===== config.mk =====
export PLATFORM = sky130hd
export DESIGN_NAME = sumador_param_flat
export DESIGN_NICKNAME = d
export VERILOG_FILES = /design/src/rtl/sumador_param_if.sv /design/src/rtl/sumador_param.sv /design/src/flat_wrapper.sv
export SDC_FILE = /design/constraint.sdc
export NUM_CORES = 1
export LEC_CHECK = 0
export BUFFER_PORTS_ARGS = -buffer_cell sky130_fd_sc_hd__buf_2
export CAP_MARGIN = 30
export CORE_ASPECT_RATIO = 1.75
export CORE_MARGIN = 2
export CORE_UTILIZATION = 30
export CTS_CLUSTER_SIZE = 30
export DETAILED_ROUTE_END_ITERATION = 10
export SLEW_MARGIN = 40
export SYNTH_ARGS = -nofsm -noshare
export SYNTH_HDL_FRONTEND = slang
export SYNTH_SLANG_ARGS = --single-unit

===== constraint.sdc =====
create_clock -name clk -period 2.5 [get_ports clk]
set_clock_uncertainty 0.2 [all_clocks]
set_input_delay 0.125 -clock clk [delete_from_list [all_inputs] [get_ports clk]]
set_output_delay 0.125 -clock clk [all_outputs]
set_load 0.02 [all_outputs]

===== src/rtl/sumador_param_if.sv =====
// Control/step inputs and count/flag outputs of the sumador_param counter.
// The master side drives the controls; the slave side is the counter itself.
interface sumador_param_if #(
  parameter int unsigned WIDTH  = 8,
  parameter int unsigned STEP_W = 4
);
  logic              enable;
  logic              load;
  logic [WIDTH-1:0]  load_val;
  logic [STEP_W-1:0] step;
  logic              dir;
  logic              sat_mode;
  logic [WIDTH-1:0]  out;
  logic              cout;
  logic              sat;
  logic              zero;

  modport master (
    output enable, load, load_val, step, dir, sat_mode,
    input  out, cout, sat, zero
  );

  modport slave (
    input  enable, load, load_val, step, dir, sat_mode,
    output out, cout, sat, zero
  );
endinterface


===== src/rtl/sumador_param.sv =====
// WIDTH-bit accumulating counter: programmable step, up/down, wrap or saturate,
// synchronous load; registered carry/borrow pulse, saturation and zero flags.
module sumador_param #(
  parameter int unsigned WIDTH  = 8,
  parameter int unsigned STEP_W = 4
) (
  input  logic            clk,
  input  logic            rst,
  sumador_param_if.slave  bus
);

  generate
    if (WIDTH < 2 || STEP_W < 1 || STEP_W > WIDTH) begin : g_param_check
      $error("sumador_param: need WIDTH >= 2 and 1 <= STEP_W <= WIDTH");
    end
  endgenerate

  logic [WIDTH-1:0] out_q, out_d;
  logic             cout_q, cout_d;
  logic             sat_q, sat_d;
  logic             zero_q, zero_d;
  logic [WIDTH-1:0] step_ext;
  logic [WIDTH:0]   sum;
  logic [WIDTH:0]   diff;

  // The extra top bit of sum/diff is the carry, or the borrow (step > out).
  always_comb begin
    step_ext = WIDTH'(bus.step);
    sum      = {1'b0, out_q} + {1'b0, step_ext};
    diff     = {1'b0, out_q} - {1'b0, step_ext};
    out_d    = out_q;
    cout_d   = 1'b0;
    sat_d    = sat_q;
    zero_d   = zero_q;

    if (bus.load) begin
      out_d  = bus.load_val;
      sat_d  = 1'b0;
      zero_d = (bus.load_val == '0);
    end else if (bus.enable) begin
      sat_d = 1'b0;
      if (!bus.dir) begin
        out_d  = sum[WIDTH-1:0];
        cout_d = sum[WIDTH];
        if (sum[WIDTH] && bus.sat_mode) begin
          out_d = '1;
          sat_d = 1'b1;
        end
      end else begin
        out_d  = diff[WIDTH-1:0];
        cout_d = diff[WIDTH];
        if (diff[WIDTH] && bus.sat_mode) begin
          out_d = '0;
          sat_d = 1'b1;
        end
      end
      zero_d = (out_d == '0);
    end
  end

  always_ff @(posedge clk) begin
    if (rst) begin
      out_q  <= '0;
      cout_q <= 1'b0;
      sat_q  <= 1'b0;
      zero_q <= 1'b1;
    end else begin
      out_q  <= out_d;
      cout_q <= cout_d;
      sat_q  <= sat_d;
      zero_q <= zero_d;
    end
  end

  assign bus.out  = out_q;
  assign bus.cout = cout_q;
  assign bus.sat  = sat_q;
  assign bus.zero = zero_q;

endmodule


===== src/flat_wrapper.sv =====
// flat-port wrapper written by rule: the top's interface ports become plain ports
module sumador_param_flat 
#(
  parameter int unsigned WIDTH  = 8,
  parameter int unsigned STEP_W = 4
)
  (clk, rst, bus_enable, bus_load, bus_load_val, bus_step, bus_dir, bus_sat_mode, bus_out, bus_cout, bus_sat, bus_zero);
  sumador_param_if #(.WIDTH(WIDTH), .STEP_W(STEP_W)) bus_i ();
  input  logic clk;
  input  logic rst;
  input wire logic [$bits(bus_i.enable)-1:0] bus_enable;
  input wire logic [$bits(bus_i.load)-1:0] bus_load;
  input wire logic [$bits(bus_i.load_val)-1:0] bus_load_val;
  input wire logic [$bits(bus_i.step)-1:0] bus_step;
  input wire logic [$bits(bus_i.dir)-1:0] bus_dir;
  input wire logic [$bits(bus_i.sat_mode)-1:0] bus_sat_mode;
  output wire logic [$bits(bus_i.out)-1:0] bus_out;
  output wire logic [$bits(bus_i.cout)-1:0] bus_cout;
  output wire logic [$bits(bus_i.sat)-1:0] bus_sat;
  output wire logic [$bits(bus_i.zero)-1:0] bus_zero;
  assign bus_i.enable = bus_enable;
  assign bus_i.load = bus_load;
  assign bus_i.load_val = bus_load_val;
  assign bus_i.step = bus_step;
  assign bus_i.dir = bus_dir;
  assign bus_i.sat_mode = bus_sat_mode;
  assign bus_out = bus_i.out;
  assign bus_cout = bus_i.cout;
  assign bus_sat = bus_i.sat;
  assign bus_zero = bus_i.zero;
  sumador_param #(.WIDTH(WIDTH), .STEP_W(STEP_W)) u_core (.clk(clk), .rst(rst), .bus(bus_i));
endmodule

# Yosys cells after proc, flatten, opt, wreduce, memory -nomap -nowiden
# Cells that the tools add are included.
dict set report op_classes {
  n_reduce_logical 7
  bitwise_logic 1
  addsub 2
  mux 13
}
# op n
set op_table {}
lappend op_table {{$mux W8} 7}
lappend op_table {{$logic_not A8 Y1} 2}
lappend op_table {{$add A8 B4 Y9} 1}
lappend op_table {{$sub A8 B4 Y9} 1}
lappend op_table {{$mux W1} 6}
lappend op_table {{$reduce_or A3 Y1} 1}
lappend op_table {{$logic_and A1 B1 Y1} 2}
lappend op_table {{$reduce_bool A2 Y1} 1}
lappend op_table {{$reduce_or A2 Y1} 1}
lappend op_table {{$not A1 Y1} 1}
dict set report word_totals {
  regBits 11
  output_inout_bits 11
  elab_cells 27
}

# Longest topological paths before layout
# Gate-level depths: netlist of the first run.
dict set report depth {
  depth_word 9
  depth_mapped 10
}

# Least setup slack after synthesis of the first run
# No wires, ideal clock.
dict set report synth_timing {
  kind {register to register}
  startpoint {reg u_core.out_q[0], in the netlist u_core.bus.out[0]}
  endpoint {reg u_core.zero_q, in the netlist u_core.bus.zero}
  arrival_ps 2560
  synth_period_minus_slack_ps 2844
  stages_incl_launch_ff 11
  setup_slack_ps -344
  required_ps 2216
  cell_sequence {dfxtp_1 inv_1 ha_1 inv_1 fa_1 a21o_1 a2111oi_4 and3_4 nor3_2 or4_1 o31ai_2}
}
dict set report synth_between {
  elab_chain_cells 9
}
# element line
set synth_lines {}
lappend synth_lines {{from (decl)} sumador_param.sv:18} ;# logic [WIDTH-1:0] out_q, out_d;
lappend synth_lines {{from (signal assigned)} sumador_param.sv:68} ;# out_q <= out_d;
lappend synth_lines {{$add A8 B4 Y9 / $sub A8 B4 Y9 (equally long branches)} {sumador_param.sv:29, sumador_param.sv:30}}
lappend synth_lines {{$logic_and A1 B1 Y1 (on tied branches)} {sumador_param.sv:45, sumador_param.sv:52}}
lappend synth_lines {{$mux W8 (on tied branches)} {sumador_param.sv:45, sumador_param.sv:52}}
lappend synth_lines {{$mux W8 (*)} sumador_param.sv:42} ;# if (!bus.dir) begin
lappend synth_lines {{$mux W8 (*)} sumador_param.sv:40} ;# end else if (bus.enable) begin
lappend synth_lines {{$mux W8 (*)} sumador_param.sv:36} ;# if (bus.load) begin
lappend synth_lines {{$logic_not A8 Y1 (*)} sumador_param.sv:57} ;# zero_d = (out_d == '0);
lappend synth_lines {{$mux W1 (*)} sumador_param.sv:40}
lappend synth_lines {{$mux W1 (*)} sumador_param.sv:36}
lappend synth_lines {{to (signal assigned)} sumador_param.sv:71} ;# zero_q <= zero_d;
lappend synth_lines {{to (decl)} sumador_param.sv:21} ;# logic zero_q, zero_d;
# Every way passes the cells marked *; elsewhere a longest branch is shown, timed or not. The select of a mux whose other input is x is not followed.
# A chain may end at the register's enable or synchronous reset.

# Worst setup path in the final report of the first run
# Same ends and word-level chain as after synthesis.

==> impl_results.html, run 1 <==
<table>
<tr><th>Metric</th><th>Value</th></tr>
<tr><th colspan="2">Finish</th></tr>
<tr><td>Fill cell instance count of the final layout</td><td>403</td></tr>
<tr><td># nets final</td><td>roughly 240</td></tr>
<tr><td>Area used by sequential logic in the layout</td><td>225 µm²</td></tr>
<tr><td>Post-route design area</td><td>0.00183 mm²</td></tr>
<tr><td>Area occupied by multi-input gates</td><td>0.00101 mm²</td></tr>
<tr><td>Synth-to-layout area growth</td><td>55.1%</td></tr>
<tr><td>Antenna diode count</td><td>0</td></tr>
<tr><td>Share of layout cells above drive strength 1</td><td>43.5%</td></tr>
<tr><td>Top library cells by usage in the layout, fill and taps aside</td><td>sky130_fd_sc_hd__buf_4 (29), sky130_fd_sc_hd__buf_2 (28), sky130_fd_sc_hd__nand2_1 (11), sky130_fd_sc_hd__nor2_1 (11), sky130_fd_sc_hd__a21oi_1 (10)</td></tr>
<tr><td>Commonest non-fill, non-tap cell in the layout</td><td>sky130_fd_sc_hd__buf_4</td></tr>
<tr><th colspan="2">Yosys</th></tr>
<tr><td>Synthesized Nets</td><td>180</td></tr>
<tr><td>Cell taking the most area after synthesis</td><td>sky130_fd_sc_hd__dfxtp_1</td></tr>
<tr><td>Count of synthesis-stage warnings from yosys</td><td>0</td></tr>
<tr><td>Netlist area before placement</td><td>0.00118 mm²</td></tr>
<tr><td>Yosys cell types</td><td>49</td></tr>
<tr><td>Register bit total from synthesis</td><td>11</td></tr>
<tr><td>Most instantiated flip-flop cell in the synthesis netlist</td><td>sky130_fd_sc_hd__dfxtp_1</td></tr>
<tr><td>Avg Synthesized Cell Area</td><td>roughly 7.8 µm²</td></tr>
<tr><td>Number of synthesized flops with an enable pin</td><td>0</td></tr>
<tr><td>Post-synth top area share</td><td>a little under a fifth</td></tr>
<tr><td>Main area contributors after synthesis</td><td>sky130_fd_sc_hd__dfxtp_1 (19%), sky130_fd_sc_hd__ha_1 (8.5%), sky130_fd_sc_hd__a21oi_1 (5.1%)</td></tr>
<tr><td>Share of async-settable or async-resettable flops after synthesis</td><td>0%</td></tr>
<tr><td>Seq/Total Area, Yosys</td><td>between 10% and 20%</td></tr>
<tr><td>Number of cells produced by synthesis</td><td>around 150</td></tr>
<tr><th colspan="2">Global routing</th></tr>
<tr><td>Met1 GRT Util</td><td>between 20% and 30%</td></tr>
<tr><td>GRT Total Usage</td><td>21.3%</td></tr>
<tr><td>M3 GR Usage</td><td>under 10%</td></tr>
<tr><td>Initial antenna violation count</td><td>0</td></tr>
<tr><td>Most used routing layer</td><td>met2</td></tr>
<tr><td>Leftover overflow at the end of global routing</td><td>0</td></tr>
<tr><td>Largest net degree at the start of global routing</td><td>15</td></tr>
<tr><td>Via count of the first global-routing pass</td><td>1535</td></tr>
<tr><td>Met2 usage in global routing</td><td>~41%</td></tr>
<tr><td>First-pass GRT wire length</td><td>between 7 and 8 mm</td></tr>
<tr><th colspan="2">Floorplanning</th></tr>
<tr><td>Die area</td><td>about 0.0045 mm²</td></tr>
<tr><td>Number of rows created at floorplan</td><td>30</td></tr>
<tr><td>Top Ports</td><td>29</td></tr>
<tr><td>Core area</td><td>0.00383 mm²</td></tr>
<tr><td>Vertical extent of the die</td><td>between 80 and 90 µm</td></tr>
<tr><td>Starting Density</td><td>slightly above 30%</td></tr>
<tr><td>Die span in x</td><td>51.4 µm</td></tr>
<tr><th colspan="2">Worst setup path</th></tr>
<tr><td>Slack of the worst reg-to-reg path</td><td>-0.21 ns</td></tr>
<tr><td>Data arrival, critical path</td><td>between 2 and 3 ns</td></tr>
<tr><td>Crit Path Category</td><td>flip-flop to flip-flop</td></tr>
<tr><td>Reg2reg end</td><td>u_core.bus.zero</td></tr>
<tr><td>CP Max Fanout</td><td>3</td></tr>
<tr><td>Launch point of the critical path</td><td>u_core.bus.out[0]</td></tr>
<tr><td>Number of cell instances on the worst register-to-register path</td><td>10</td></tr>
<tr><td>Startpoint class of the critical path</td><td>flip-flop</td></tr>
<tr><td>Launching point of the worst reg2reg path</td><td>u_core.bus.out[0]</td></tr>
<tr><td>Sort of element at the end of the critical path</td><td>flip-flop</td></tr>
<tr><td>Worst path required time</td><td>approximately 2.5 ns</td></tr>
<tr><th colspan="2">Clock network</th></tr>
<tr><td>Clock latency on the worst-skew pair</td><td>0.24 ns</td></tr>
<tr><td>Sinks on the clock net</td><td>11</td></tr>
<tr><td>Clock tree from TritonCTS</td><td>built</td></tr>
<tr><td>TritonCTS Buffers</td><td>3</td></tr>
<tr><td>H-Tree Depth</td><td>1</td></tr>
<tr><td>Clock Tree Buf Depth</td><td>2</td></tr>
<tr><td>Buffer cell driving the clock tree root</td><td>sky130_fd_sc_hd__clkbuf_8</td></tr>
<tr><td>Clk slew on worst S/H paths</td><td>0.06 ns</td></tr>
<tr><th colspan="2">Placed design</th></tr>
<tr><td>Detail Placement HPWL</td><td>3.42 mm</td></tr>
<tr><td>Final weighted congestion in routability-driven placement</td><td>0.982</td></tr>
<tr><td>Post-detailed-placement cell area</td><td>0.00156 mm²</td></tr>
<tr><td>Port Buffer Count</td><td>28</td></tr>
<tr><th colspan="2">STA</th></tr>
<tr><td>Worst-Margin Slew</td><td>roughly 0.7 ns</td></tr>
<tr><td>Final Critical Period</td><td>2.71 ns</td></tr>
<tr><td>Peak Freq</td><td>0.369 GHz</td></tr>
<tr><td>Number of slew-limit violations in the final report</td><td>0</td></tr>
<tr><td>Setup TNS</td><td>-0.285 ns</td></tr>
<tr><td>Relative max-transition margin</td><td>53.3%</td></tr>
<tr><td>Final setup slack of the worst path</td><td>-0.213 ns</td></tr>
<tr><td>Hold violation total from the final report</td><td>0</td></tr>
<tr><td>Post-route clock period utilization</td><td>109%</td></tr>
<tr><td>Setup repair after global routing missed its margin</td><td>true</td></tr>
<tr><td>Final setup viols</td><td>2</td></tr>
<tr><th colspan="2">Flow run</th></tr>
<tr><td>Max-cap viol count</td><td>0</td></tr>
<tr><th colspan="2">Worst hold path</th></tr>
<tr><td>Hold crit path type</td><td>input port to flip-flop</td></tr>
<tr><td>Min-Delay Path Depth</td><td>2</td></tr>
<tr><td>Hold endpoint</td><td>u_core.bus.out[0]</td></tr>
<tr><td>Critical hold path startpoint</td><td>rst</td></tr>
<tr><th colspan="2">Power</th></tr>
<tr><td>Sw Pwr</td><td>0.290 mW</td></tr>
<tr><td>Combinational Power Share</td><td>49.7%</td></tr>
<tr><td>Internal Dissipation</td><td>0.490 mW</td></tr>
<tr><td>Peak ir drop on the vdd network</td><td>0.000304 V</td></tr>
<tr><td>Switching share of total power</td><td>37.2%</td></tr>
<tr><td>Sequential Power Share</td><td>26.0%</td></tr>
<tr><td>LEAKAGE</td><td>0.820 nW</td></tr>
<tr><td>Power share of the clock group</td><td>between 20% and 30%</td></tr>
<tr><td>PD cells</td><td>427 mW/mm²</td></tr>
<tr><th colspan="2">Detailed routing</th></tr>
<tr><td>Initial DRT Pass Iterations</td><td>4</td></tr>
<tr><td>Antenna violation net count after detailed routing</td><td>0</td></tr>
<tr><td>DRC Markers</td><td>0</td></tr>
<tr><td>Routed wire length per instance</td><td>16.8 µm</td></tr>
<tr><td>Vias after detailed routing</td><td>between 1000 and 1500</td></tr>
<tr><td>Post-detailed-route via-to-cell ratio</td><td>about 5.6</td></tr>
<tr><td>Initial drt markers</td><td>63</td></tr>
<tr><td>Total Wirelength</td><td>4.39 mm</td></tr>
<tr><th colspan="2">Run status</th></tr>
<tr><td>Outcome</td><td>complete, but fails checks</td></tr>
<tr><td>Failing checks</td><td>negative setup slack</td></tr>
</table>
## how the worst max path moves through the flow
stage,end,slack [ns],cells past startpoint
5_1_grt,u_core.bus.zero,-0.34,10
2_1_floorplan,u_core.bus.zero,-0.18,10
6_report,u_core.bus.zero,-0.21,10
4_1_cts,u_core.bus.zero,-0.17,10
3_3_place_gp,u_core.bus.zero,-0.12,10
3_5_place_dp,u_core.bus.zero,-0.18,10
## worst max-delay path: stages, from the launching register on
cell	delay (ns)
sky130_fd_sc_hd__dfxtp_2	0.33
sky130_fd_sc_hd__inv_2	0.06
sky130_fd_sc_hd__ha_4	0.13
sky130_fd_sc_hd__inv_2	0.03
sky130_fd_sc_hd__fa_2	0.33
sky130_fd_sc_hd__a21o_1	0.20
sky130_fd_sc_hd__a2111oi_4	0.38
sky130_fd_sc_hd__and3_4	0.27
sky130_fd_sc_hd__nor3_2	0.05
sky130_fd_sc_hd__or4_1	0.42
sky130_fd_sc_hd__o31ai_2	0.22
## metrics by stage
step	instances	setup WS (ns)	power, mW	hold WS [ns]	util, %
finish	262	-0.213	0.780	0.00141	47.7
global route	262	-0.344	0.825	0.0200	47.7
CTS	261	-0.173	0.738	0.0143	44.8
detailed placement	249	-0.180	0.530	0.162	40.8
global placement	249	-0.122	0.530	0.156	40.8
floorplan	152	-0.176	0.389	0.0508	-
## state kept, by name, indices dropped and copies added (netlist names)
register,count
u_core.bus.cout,1
u_core.bus.out,8
u_core.bus.zero,1
u_core.bus.sat,1
## synth_stat cells, types with 2 or more instances
| cell type | n |
|---|---|
| sky130_fd_sc_hd__o211ai_1 | 3 |
| sky130_fd_sc_hd__or2_2 | 2 |
| sky130_fd_sc_hd__dfxtp_1 | 11 |
| sky130_fd_sc_hd__mux2i_1 | 3 |
| sky130_fd_sc_hd__inv_1 | 9 |
| sky130_fd_sc_hd__inv_2 | 2 |
| sky130_fd_sc_hd__nor3_1 | 3 |
| sky130_fd_sc_hd__nor2b_1 | 4 |
| sky130_fd_sc_hd__o21a_1 | 3 |
| sky130_fd_sc_hd__o21ai_1 | 3 |
| sky130_fd_sc_hd__ha_1 | 8 |
| sky130_fd_sc_hd__a311o_1 | 2 |
| sky130_fd_sc_hd__or3b_2 | 2 |
| sky130_fd_sc_hd__and3_1 | 4 |
| sky130_fd_sc_hd__or4_1 | 5 |
| sky130_fd_sc_hd__nand3_1 | 3 |
| sky130_fd_sc_hd__nand2_1 | 12 |
| sky130_fd_sc_hd__a31oi_1 | 2 |
| sky130_fd_sc_hd__nor3b_1 | 2 |
| sky130_fd_sc_hd__nand2b_1 | 4 |
| sky130_fd_sc_hd__fa_1 | 2 |
| sky130_fd_sc_hd__o221ai_1 | 3 |
| sky130_fd_sc_hd__clkbuf_1 | 7 |
| sky130_fd_sc_hd__a21oi_1 | 12 |
| sky130_fd_sc_hd__a211oi_1 | 5 |
| sky130_fd_sc_hd__a21o_1 | 2 |
| sky130_fd_sc_hd__nor2_1 | 12 |
## per-layer routing
layer | part of all wire [%] | wire, µm
met4 | 5.1 | 224
met1 | 34 | 1500
met5 | 0 | 0
met2 | 57 | 2490
met3 | 3.8 | 169
## kinds of logic after synthesis
kind of cell               after synthesis  share of synthesized area (%)
DFF                                     11                           18.7
and+or+nand+nor                         60                           28.3
muxes                                    3                           2.55
adders and majority gates               10                           11.9
AOI/OAI and AO/OA                       49                           31.8
buffers and inverters                   19                           6.69
## timing repair
item | CTS | global route
pin swaps | 3 | 11
gates resized for setup | 7 | 21
endpoints found under the hold margin | 8 | 0
hold buffers | 8 | 0
setup buffers | 0 | 2
setup endpoints to repair | 4 | 7
## power by group through the flow
stage                     combinational, mW  sequential (mW)  clock [mW]
after floorplan                       0.172            0.217           0
after global placement                0.326            0.204           0
after detailed placement              0.326            0.204           0
after CTS                             0.345            0.201       0.192
after global routing                  0.419            0.204       0.203
final                                 0.387            0.203       0.190
## final cells by class
type	count	share of cell area, %
repair buffers	66	24.6
multi-input cells	122	55.1
clock buffers	4	2.46
well taps	48	3.29
flip-flops and latches	11	12.3
inverters	11	2.26
No activity file was read; power rests on OpenSTA's default activity.
==> run 2, diff against run 1 <==
--- a/config.mk
+++ b/config.mk
@@ -7,7 +7,7 @@
 export LEC_CHECK = 0
 export BUFFER_PORTS_ARGS = -buffer_cell sky130_fd_sc_hd__buf_2
 export CAP_MARGIN = 30
-export CORE_ASPECT_RATIO = 1.75
+export CORE_ASPECT_RATIO = 0.8
 export CORE_MARGIN = 2
 export CORE_UTILIZATION = 30
 export CTS_CLUSTER_SIZE = 30
==> constraint.sdc (replaced) <==
create_clock -name clk -period 3.4 [get_ports clk]
set_clock_uncertainty 0.2 [all_clocks]
set_input_delay 0.17 -clock clk [delete_from_list [all_inputs] [get_ports clk]]
set_output_delay 0.17 -clock clk [all_outputs]
set_load 0.02 [all_outputs]
==> impl_results.html, run 2 (same netlist as run 1, synthesis figures left out) <==
<table>
<tr><th>Metric</th><th>Value</th></tr>
<tr><th colspan="2">Finish</th></tr>
<tr><td>Fill cell instance count of the final layout</td><td>just under 400</td></tr>
<tr><td>Final core occ</td><td>38.0%</td></tr>
<tr><td>Antenna diode count</td><td>0</td></tr>
<tr><td># nets final</td><td>209</td></tr>
<tr><td>Non-filler instance count after layout</td><td>235</td></tr>
<tr><td>Post-route design area</td><td>0.00144 mm²</td></tr>
<tr><td>Top library cells by usage in the layout, fill and taps aside</td><td>sky130_fd_sc_hd__buf_2 (28), sky130_fd_sc_hd__nand2_1 (12), sky130_fd_sc_hd__nor2_1 (12), sky130_fd_sc_hd__a21oi_1 (12), sky130_fd_sc_hd__dfxtp_1 (11)</td></tr>
<tr><td>Share of layout cells above drive strength 1</td><td>22.8%</td></tr>
<tr><td>Commonest non-fill, non-tap cell in the layout</td><td>sky130_fd_sc_hd__buf_2</td></tr>
<tr><td>Flip-flop count of the largest register, all copies and words added</td><td>8</td></tr>
<tr><td>Synth-to-layout area growth</td><td>21.8%</td></tr>
<tr><th colspan="2">Flow run</th></tr>
<tr><td>Max-cap viol count</td><td>0</td></tr>
<tr><th colspan="2">Placed design</th></tr>
<tr><td>Post-detailed-placement cell area</td><td>0.00135 mm²</td></tr>
<tr><td>Minimum setup slack after placement</td><td>0.501 ns</td></tr>
<tr><td>Number of placed instances, taps included</td><td>227</td></tr>
<tr><td>Final weighted congestion in routability-driven placement</td><td>roughly 0.87</td></tr>
<tr><td>Detail Placement HPWL</td><td>2.53 mm</td></tr>
<tr><td>Port Buffer Count</td><td>28</td></tr>
<tr><th colspan="2">Power</th></tr>
<tr><td>Peak ir drop on the vdd network</td><td>roughly 0.00028 V</td></tr>
<tr><td>Overall power after layout</td><td>0.471 mW</td></tr>
<tr><td>PD cells</td><td>328 mW/mm²</td></tr>
<tr><td>LEAKAGE</td><td>0.631 nW</td></tr>
<tr><th colspan="2">Worst setup path</th></tr>
<tr><td>Data arrival, critical path</td><td>between 2 and 3 ns</td></tr>
<tr><td>CP Max Fanout</td><td>4</td></tr>
<tr><td>Cell occurring most often along the worst timing path</td><td>sky130_fd_sc_hd__inv_1</td></tr>
<tr><td>Biggest cell delay along the critical path</td><td>0.43 ns</td></tr>
<tr><td>Startpoint class of the critical path</td><td>flip-flop</td></tr>
<tr><td>Sort of element at the end of the critical path</td><td>flip-flop</td></tr>
<tr><td>Crit path cell chain</td><td>inv_1 &gt; ha_1 &gt; inv_1 &gt; fa_1 &gt; a21o_1 &gt; a2111oi_4 &gt; and3_4 &gt; nor3_2 &gt; or4_1 &gt; o31ai_2</td></tr>
<tr><td>Master of the slowest instance on the critical path</td><td>sky130_fd_sc_hd__a2111oi_4</td></tr>
<tr><td>Crit Path Category</td><td>flip-flop to flip-flop</td></tr>
<tr><td>Worst path required time</td><td>3.36 ns</td></tr>
<tr><th colspan="2">Global routing</th></tr>
<tr><td>Leftover overflow at the end of global routing</td><td>0</td></tr>
<tr><td>Via count of the first global-routing pass</td><td>1141</td></tr>
<tr><td>First-pass GRT wire length</td><td>5.37 mm</td></tr>
<tr><td>Largest net degree at the start of global routing</td><td>17</td></tr>
<tr><td>GRT Total Usage</td><td>between 10% and 20%</td></tr>
<tr><td>Initial antenna violation count</td><td>0</td></tr>
<tr><th colspan="2">Clock network</th></tr>
<tr><td>Hold_buf cts</td><td>4</td></tr>
<tr><td>Clk slew on worst S/H paths</td><td>0.05 ns</td></tr>
<tr><td>Number of setup buffers added after CTS</td><td>0</td></tr>
<tr><td>Clock Tree Buf Depth</td><td>2</td></tr>
<tr><td>Post-cts repair resize count</td><td>0</td></tr>
<tr><td>Clock latency on the worst-skew pair</td><td>0.24 ns</td></tr>
<tr><td>H-Tree Depth</td><td>1</td></tr>
<tr><td>TritonCTS Buffers</td><td>3</td></tr>
<tr><td>Buffer cell driving the clock tree root</td><td>sky130_fd_sc_hd__clkbuf_8</td></tr>
<tr><td>Sinks on the clock net</td><td>11</td></tr>
<tr><td>Clock tree from TritonCTS</td><td>built</td></tr>
<tr><th colspan="2">STA</th></tr>
<tr><td>Final hold slack</td><td>roughly 0.0054 ns</td></tr>
<tr><td>Setup TNS</td><td>0 ns</td></tr>
<tr><td>Relative max-transition margin</td><td>about 65%</td></tr>
<tr><td>Hold violation total from the final report</td><td>0</td></tr>
<tr><td>Final Critical Period</td><td>2.91 ns</td></tr>
<tr><td>Post-route clock period utilization</td><td>85.5%</td></tr>
<tr><td>Final setup slack of the worst path</td><td>0.492 ns</td></tr>
<tr><td>Setup repair after global routing missed its margin</td><td>false</td></tr>
<tr><td>Worst-Margin Slew</td><td>0.529 ns</td></tr>
<tr><td>Peak Freq</td><td>0.344 GHz</td></tr>
<tr><td>Number of slew-limit violations in the final report</td><td>0</td></tr>
<tr><td>Final setup viols</td><td>0</td></tr>
<tr><th colspan="2">Detailed routing</th></tr>
<tr><td>Vias after detailed routing</td><td>approximately 1300</td></tr>
<tr><td>Routed wire length per instance</td><td>approximately 14 µm</td></tr>
<tr><td>Total Wirelength</td><td>3.27 mm</td></tr>
<tr><td>DRC Markers</td><td>0</td></tr>
<tr><td>Post-detailed-route via-to-cell ratio</td><td>5.38</td></tr>
<tr><td>Antenna violation net count after detailed routing</td><td>0</td></tr>
<tr><td>Initial drt markers</td><td>63</td></tr>
<tr><td>Initial DRT Pass Iterations</td><td>5</td></tr>
<tr><th colspan="2">Floorplanning</th></tr>
<tr><td>Die span in x</td><td>around 74 µm</td></tr>
<tr><td>Die area</td><td>0.00445 mm²</td></tr>
<tr><td>Starting Density</td><td>31.2%</td></tr>
<tr><td>Top Ports</td><td>29</td></tr>
<tr><td>Number of rows created at floorplan</td><td>20</td></tr>
<tr><td>Vertical extent of the die</td><td>60.1 µm</td></tr>
<tr><td>Core area</td><td>0.00378 mm²</td></tr>
<tr><th colspan="2">Worst hold path</th></tr>
<tr><td>Hold crit path type</td><td>input port to flip-flop</td></tr>
<tr><th colspan="2">Run status</th></tr>
<tr><td>Outcome</td><td>finished, final reports clean</td></tr>
</table>
[run 2: cell types whose count changed in the layout (fill, tap and decap cells not counted), sizes merged]
| cell | previous run | this run |
|---|---|---|
| buf | 58 | 28 |
| dlygate4sd3 | 8 | 4 |
[run 2: cell type report]
class	count	area [µm²]	share of cell area, %
repair buffers	32	180	12.6
clock buffers	4	45.0	3.14
well taps	55	68.8	4.80
multi-input cells	122	880	61.3
flip-flops and latches	11	220	15.3
inverters	11	41.3	2.88
[run 2: worst paths after layout]
kind / startpoint / endpoint / slack [ns] / cells past startpoint
setup / recovery: u_core.bus.out[0] / u_core.bus.zero / 0.49 / 10
hold / removal: bus_load_val[1] / u_core.bus.out[1] / 0.005 / 3
setup reg to reg: u_core.bus.out[0] / u_core.bus.zero / 0.49 / 10
hold reg to reg: u_core.bus.sat / u_core.bus.sat / 0.25 / 2
[run 2: routing by layer]
metal | up-vias | global-route usage [%] | routed length [µm]
li1 | 628 | - | -
met1 | 574 | 22.5 | 1510
met2 | 60 | 23.2 | 1420
met3 | 2 | 5.90 | 336
met4 | 0 | 1.56 | 7
met5 | - | 0 | 0
[run 2: worst max-delay path, delay by kind of cell (launching register included)]
| kind | cells | cell delay [ns] |
|---|---|---|
| AO/OA/AOI/OAI | 3 | 0.89 |
| AND/OR/NAND/NOR | 3 | 0.76 |
| adder cells (fa/ha/maj) | 2 | 0.54 |
| flip-flops | 1 | 0.33 |
| buffers and inverters | 2 | 0.11 |
[run 2: power by group]
group | internal, mW | leakage [nW] | total [mW] | switching (mW)
registers | 0.138 | 0.0910 | 0.153 | 0.0154
logic | 0.0779 | 0.517 | 0.183 | 0.105
clock network | 0.0826 | 0.0228 | 0.135 | 0.0525
